--- config.mk ---
export PLATFORM = sky130hd
export DESIGN_NAME = rs_alu_issue_ctrl
export DESIGN_NICKNAME = d
export VERILOG_FILES = /design/src/rtl/rs_alu_issue_ctrl.sv
export SDC_FILE = /design/constraint.sdc
export NUM_CORES = 1
export LEC_CHECK = 0
export BUFFER_PORTS_ARGS = -buffer_cell sky130_fd_sc_hd__buf_2
export CORE_MARGIN = 1.5
export CORE_UTILIZATION = 31
export DETAILED_ROUTE_END_ITERATION = 6
export PLACE_DENSITY = 0.46
export SETUP_SLACK_MARGIN = 0.05
export SYNTH_ARGS = -nofsm -noshare
export SYNTH_HDL_FRONTEND = slang
export SYNTH_SLANG_ARGS = --single-unit
--- constraint.sdc ---
create_clock -name clk -period 21.2 [get_ports clk]
set_input_delay 5.3 -clock clk [delete_from_list [all_inputs] [get_ports clk]]
set_output_delay 5.3 -clock clk [all_outputs]
set_load 0.02 [all_outputs]
--- src/rtl/rs_alu_issue_ctrl.sv ---
// Control core for the 16-entry ALU reservation station: busy vector, operand wakeup,
// round-robin issue selection under valid/ready, and branch kill/clear of speculative entries.
module rs_alu_issue_ctrl #(
   parameter int ENTRIES = 16,
   parameter int IDX_W   = 4,
   parameter int PTAG_W  = 6,
   parameter int SPEC_W  = 5
) (
   input  logic               clk,
   input  logic               reset,
   input  logic               we1,
   input  logic [IDX_W-1:0]   waddr1,
   input  logic [PTAG_W-1:0]  tag1a,
   input  logic [PTAG_W-1:0]  tag1b,
   input  logic               rdy1a,
   input  logic               rdy1b,
   input  logic [SPEC_W-1:0]  spec1,
   input  logic               we2,
   input  logic [IDX_W-1:0]   waddr2,
   input  logic [PTAG_W-1:0]  tag2a,
   input  logic [PTAG_W-1:0]  tag2b,
   input  logic               rdy2a,
   input  logic               rdy2b,
   input  logic [SPEC_W-1:0]  spec2,
   input  logic               wk1_valid,
   input  logic [PTAG_W-1:0]  wk1_tag,
   input  logic               wk2_valid,
   input  logic [PTAG_W-1:0]  wk2_tag,
   input  logic               issue_ready,
   output logic               issue_valid,
   output logic [IDX_W-1:0]   issue_idx,
   output logic [SPEC_W-1:0]  issue_spec,
   output logic [ENTRIES-1:0] busy,
   output logic [IDX_W:0]     free_cnt,
   input  logic               kill_valid,
   input  logic [SPEC_W-1:0]  kill_mask,
   input  logic               clr_valid,
   input  logic [SPEC_W-1:0]  clr_mask
);

   // Handshake: an issue is held on issue_idx/issue_spec while issue_valid is high and
   // completes at the rising edge where issue_valid & issue_ready are both high.

   logic [ENTRIES-1:0] busy_q, rdy_a_q, rdy_b_q;
   logic [PTAG_W-1:0]  tag_a_q [ENTRIES];
   logic [PTAG_W-1:0]  tag_b_q [ENTRIES];
   logic [SPEC_W-1:0]  spec_q  [ENTRIES];
   logic [IDX_W-1:0]   rr_ptr_q;
   logic               issue_valid_q;
   logic [IDX_W-1:0]   issue_idx_q;
   logic [SPEC_W-1:0]  issue_spec_q;
   logic [IDX_W:0]     free_cnt_q;

   logic [SPEC_W-1:0]  kill_eff, clr_eff;
   logic [ENTRIES-1:0] elig, busy_n;
   logic               held_kill, advance, found, do_sel, w1_ok, w2_ok;
   logic [IDX_W-1:0]   scan, sel_idx;
   logic [IDX_W:0]     cnt_n;

   function automatic logic wake(input logic [PTAG_W-1:0] t);
      return (wk1_valid && (wk1_tag == t)) || (wk2_valid && (wk2_tag == t));
   endfunction

   always_comb begin
      kill_eff  = kill_valid ? kill_mask : '0;
      clr_eff   = clr_valid ? clr_mask : '0;
      held_kill = issue_valid_q && (|(issue_spec_q & kill_eff));
      advance   = !issue_valid_q || issue_ready || held_kill;
      w1_ok     = we1 && !(|(spec1 & kill_eff));
      w2_ok     = we2 && !(|(spec2 & kill_eff));
      elig      = '0;
      for (int i = 0; i < ENTRIES; i++)
         elig[i] = busy_q[i] & rdy_a_q[i] & rdy_b_q[i] & ~(|(spec_q[i] & kill_eff));
      // Scan upward from rr_ptr with wrap; first eligible index wins.
      found   = 1'b0;
      sel_idx = '0;
      scan    = '0;
      for (int i = 0; i < ENTRIES; i++) begin
         scan = rr_ptr_q + IDX_W'(i);
         if (!found && elig[scan]) begin
            found   = 1'b1;
            sel_idx = scan;
         end
      end
      do_sel = advance && found;
   end

   always_comb begin
      busy_n = busy_q;
      for (int i = 0; i < ENTRIES; i++)
         if (|(spec_q[i] & kill_eff)) busy_n[i] = 1'b0;
      if (do_sel) busy_n[sel_idx] = 1'b0;
      if (w1_ok) busy_n[waddr1] = 1'b1;
      if (w2_ok) busy_n[waddr2] = 1'b1;
      cnt_n = '0;
      for (int i = 0; i < ENTRIES; i++)
         if (!busy_n[i]) cnt_n = cnt_n + (IDX_W+1)'(1);
   end

   always_ff @(posedge clk) begin
      if (reset) begin
         busy_q        <= '0;
         rdy_a_q       <= '0;
         rdy_b_q       <= '0;
         rr_ptr_q      <= '0;
         issue_valid_q <= 1'b0;
         issue_idx_q   <= '0;
         issue_spec_q  <= '0;
         free_cnt_q    <= (IDX_W+1)'(ENTRIES);
         for (int i = 0; i < ENTRIES; i++) begin
            tag_a_q[i] <= '0;
            tag_b_q[i] <= '0;
            spec_q[i]  <= '0;
         end
      end else begin
         busy_q     <= busy_n;
         free_cnt_q <= cnt_n;
         for (int i = 0; i < ENTRIES; i++) begin
            if (busy_q[i] && wake(tag_a_q[i])) rdy_a_q[i] <= 1'b1;
            if (busy_q[i] && wake(tag_b_q[i])) rdy_b_q[i] <= 1'b1;
            spec_q[i] <= spec_q[i] & ~clr_eff;
         end
         // Writes land after the wakeup loop so their fields override stale entry state.
         if (w1_ok) begin
            tag_a_q[waddr1] <= tag1a;
            tag_b_q[waddr1] <= tag1b;
            rdy_a_q[waddr1] <= rdy1a | wake(tag1a);
            rdy_b_q[waddr1] <= rdy1b | wake(tag1b);
            spec_q[waddr1]  <= spec1 & ~clr_eff;
         end
         if (w2_ok) begin
            tag_a_q[waddr2] <= tag2a;
            tag_b_q[waddr2] <= tag2b;
            rdy_a_q[waddr2] <= rdy2a | wake(tag2a);
            rdy_b_q[waddr2] <= rdy2b | wake(tag2b);
            spec_q[waddr2]  <= spec2 & ~clr_eff;
         end
         if (advance) begin
            issue_valid_q <= found;
            if (found) begin
               issue_idx_q  <= sel_idx;
               issue_spec_q <= spec_q[sel_idx] & ~clr_eff;
               rr_ptr_q     <= sel_idx + IDX_W'(1);
            end
         end else begin
            issue_spec_q <= issue_spec_q & ~clr_eff;
         end
      end
   end

   assign issue_valid = issue_valid_q;
   assign issue_idx   = issue_idx_q;
   assign issue_spec  = issue_spec_q;
   assign busy        = busy_q;
   assign free_cnt    = free_cnt_q;

endmodule

==> run summary <==
Setup repair after global routing left no endpoint under its margin. On the worst path, the slowest cell contributes a delay of 0.82 ns. At the end of the flow the core is filled with cells to 0.349. The final estimated routing congestion in global placement is 1.01. The post-synthesis to final-layout area growth is 11.6%. Ranked by total cell area, the synthesized netlist is headed by sky130_fd_sc_hd__edfxtp_1 (22%), sky130_fd_sc_hd__dfxtp_1 (11%), sky130_fd_sc_hd__xnor2_1 (10%). In this run, synthesis produced a sequential element count of 339. The horizontal extent of the die is 296 microns. The part of the total power dissipated in combinational logic is 0.652. The summed negative setup slack over all endpoints is 0 ns. The starting density of the core came out at 0.313. For this run, the register share of the synthesized area comes to 0.328. The largest total area in the synthesized netlist belongs to sky130_fd_sc_hd__edfxtp_1. The top cell types in the final layout, fill and taps aside, are sky130_fd_sc_hd__xnor2_1 (312), sky130_fd_sc_hd__nor2_1 (257), sky130_fd_sc_hd__nand2_1 (224). The via count of the first global-routing pass is 24400. The power share of the sequential group is 0.169. The overall fraction of global-route tracks in use came out at 0.280. The run finished, with violations left. The die footprint came out at 87500 sq um. The wire length reported by the detailed router came out at 126000 microns.

The final total power is 4.65 mW. The buffer depth of the longest clock path came out at 3. The final reports fail on capacitance limit, slew limit. The count of mapped cells out of synthesis is 2984. The data required time of the worst path came out at 21.67 ns. TritonCTS built the clock tree. After floorplanning, the core was sized to cover 85000 sq um. The share of total power in the clock network came out at 0.178.

The hold violation total from the final report is 0. The final global-route overflow total is 0. In the final routed layout, each cell accounts on average for 30.4 microns. The number of antenna violations at the first check in global routing is 6. The worst-path maximum fanout is 35. Across the run, the number of max-cap violations was 1. The global-route wire length before repair came out at 178000 microns. The total clock buffers created by CTS came out at 46. The largest voltage drop on the vdd net came out at 0.000201 V.

The clock insertion delay at the later pin of the skew report is 0.62 ns. In the final layout, the share of cells above drive strength 1 is 0.120. The number of design rule violations left after detail routing is 0. The critical setup path kind is input port to flop. 108 I/O pins were placed. CTS saw 339 sinks. The leakage power is 10.8 nW. The mean area per synthesized cell is 8.90 sq um. The time the final worst path needs with I/O delays and setup came out at 18.96 ns. CTS placed an instance of sky130_fd_sc_hd__clkbuf_16 at the clock tree root. The post-detailed-route via-to-cell ratio came out at 6.13.

For this run, the number of Yosys warnings is 0. The initialized floorplan defines 107 standard-cell rows. Counting flops with a built-in enable in the synthesized netlist gives 192.

CTS built an H-tree with a depth of 2. Leaving out fill and tap cells, the most frequent cell in the layout is sky130_fd_sc_hd__xnor2_1. The final count of pins violating max slew was 6. The largest clock skew in the final design is 0.0489 ns.

The clock-pin transition on the worst setup and hold timing paths came out at 0.06 ns. The hold-fix buffer count after cts is 0. The die span in y came out at 296 microns. The post-CTS setup buffer count came out at 0.

The number of failing setup endpoints in the final timing report is 0. STA classifies the critical path startpoint as an input port. The number of distinct library cell variants in the gate-level netlist after synthesis is 103.

The nature of the critical path endpoint is a flop. After the first detailed-routing iteration, the DRC count stood at 2701. The number of cells upsized or downsized after cts is 0. The arrival time at the worst endpoint is 19.42 ns.

Across all layers, the routed design uses 25300 vias. The first detailed-routing pass took 6 iterations. The residual antenna-violating net count after detailed routing is 0. Cell internal power was estimated by the tool at 2.40 mW. The net load switching power is 2.25 mW. The number of nets handed over by synthesis was 3087. The largest net degree at the start of global routing is 57. The net count of the finished layout is 3052. The estimated wirelength of the detail-placed design is 84200 microns. The top-area cell type share of the netlist area is 0.217. Of the total power, the share spent switching nets is 0.483. The power density relative to cell area came out at 157 nW/um^2. The cell that appears most often on the critical path is sky130_fd_sc_hd__ha_1. The largest individual stage delay along the critical path comes from the cell sky130_fd_sc_hd__nor4_1. Port buffering added 107 buffers.

The fraction of registers with async set/reset came out at 0. The worst hold path belongs to the class flop to flop. The worst pin sits at a relative slew slack of -0.0283.

The most used flip-flop cell after synthesis is sky130_fd_sc_hd__edfxtp_1. The mapped netlist covers 26600 sq um. The measured slew at the worst slew-check pin came out at 1.53 ns.

The highest clock rate came out at 52.8 MHz. The final clock period utilization by the worst path came out at 0.894.
-- power by group through the flow --
stage / combinational (mW) / clock, mW / sequential (mW)
CTS: 3.01 / 0.841 / 0.787
detailed placement: 3.00 / 0 / 0.801
global placement: 3.00 / 0 / 0.800
finish: 3.04 / 0.829 / 0.788
global route: 3.33 / 0.863 / 0.792
floorplan: 2.28 / 0 / 0.802
-- per-stage QoR --
| step | instances | hold WS (ns) | cell area (sq um) | setup slack, ns |
|---|---|---|---|---|
| after floorplan | 2984 | 0.468 | 26600 | 3.23 |
| after global placement | 4045 | 0.497 | 28100 | 2.14 |
| after detailed placement | 4045 | 0.501 | 28100 | 1.90 |
| after CTS | 4130 | 0.509 | 29600 | 2.48 |
| after global routing | 4132 | 0.552 | 29700 | 1.25 |
| final | 4133 | 0.510 | 29700 | 2.24 |
-- cells by family after synthesis --
group                    after synthesis  synth area share
adder cells (fa/ha/maj)               26            0.0122
XOR/XNOR                             489             0.165
AND/OR/NAND/NOR                      949             0.176
AO/OA/AOI/OAI                        726             0.209
flip-flops                           339             0.328
buffers and inverters                301            0.0461
multiplexers                         154            0.0639
-- metal layers --
metal  GRT usage  share of wire  vias up
met5           0        0.00018        -
met4       0.113          0.044        4
met3      0.0502          0.081      294
met2       0.462           0.46     1307
met1       0.359           0.41    12700
li1            -              -    11000
-- state kept, by name (all words and copies together), names as in the netlist --
register	cells
tag_a_q	96
tag_b_q	96
spec_q	80
busy	16
rdy_a_q	16
rdy_b_q	16
free_cnt	5
issue_spec	5
issue_idx	4
rr_ptr_q	4
issue_valid	1
-- Yosys cell counts (15+ instances only) --
master and count:
sky130_fd_sc_hd__edfxtp_1 192, sky130_fd_sc_hd__ha_1 26, sky130_fd_sc_hd__or4_1 26, sky130_fd_sc_hd__clkbuf_1 204
sky130_fd_sc_hd__buf_1 39, sky130_fd_sc_hd__a22o_1 194, sky130_fd_sc_hd__nand3_1 100, sky130_fd_sc_hd__a22oi_1 56
sky130_fd_sc_hd__and2_1 25, sky130_fd_sc_hd__nand4_1 90, sky130_fd_sc_hd__mux2i_1 119, sky130_fd_sc_hd__nor2b_1 15
sky130_fd_sc_hd__o211ai_1 20, sky130_fd_sc_hd__dfxtp_1 147, sky130_fd_sc_hd__mux2_2 25, sky130_fd_sc_hd__nand2_1 224
sky130_fd_sc_hd__a311oi_1 17, sky130_fd_sc_hd__a211oi_1 56, sky130_fd_sc_hd__o21ai_0 88, sky130_fd_sc_hd__nor3_1 79
sky130_fd_sc_hd__xor2_1 169, sky130_fd_sc_hd__nor2_1 257, sky130_fd_sc_hd__nor4_1 47, sky130_fd_sc_hd__and3_1 15
sky130_fd_sc_hd__a21oi_1 108, sky130_fd_sc_hd__xnor2_1 312, sky130_fd_sc_hd__inv_1 25
-- final cells by class --
| class | instances | area, sq um |
|---|---|---|
| diodes | 3 | 7.51 |
| clock buffers | 65 | 1250 |
| clock inverters | 20 | 313 |
| fillers | 8696 | 55300 |
| inverters | 27 | 101 |
| multi-input cells | 2344 | 16700 |
| flip-flops and latches | 339 | 8710 |
| well taps | 1144 | 1430 |
| repair buffers | 191 | 1170 |
-- path summary, 6_finish.rpt --
path	start	to	slack (ns)	depth (start not counted)
max	kill_valid	free_cnt[4]$_SDFF_PP1_	2.24	67
max reg2reg	rr_ptr_q[0]$_SDFFE_PP0N_	free_cnt[4]$_SDFF_PP1_	5.88	69
min reg2reg	issue_idx[3]$_SDFFE_PP0N_	issue_idx[3]$_SDFFE_PP0N_	0.51	2
min	issue_idx[3]$_SDFFE_PP0N_	issue_idx[3]$_SDFFE_PP0N_	0.51	2
-- critical path: cells and delay by family --
family                   cells  cell delay (ns)
multiplexers                 2             0.44
AO/OA/AOI/OAI               18             2.91
AND/OR/NAND/NOR             27             5.67
buffers and inverters        6             1.36
adder cells (fa/ha/maj)     11             3.21
XOR/XNOR                     3             0.47
Note: power is estimated with default switching activity, not from simulation.
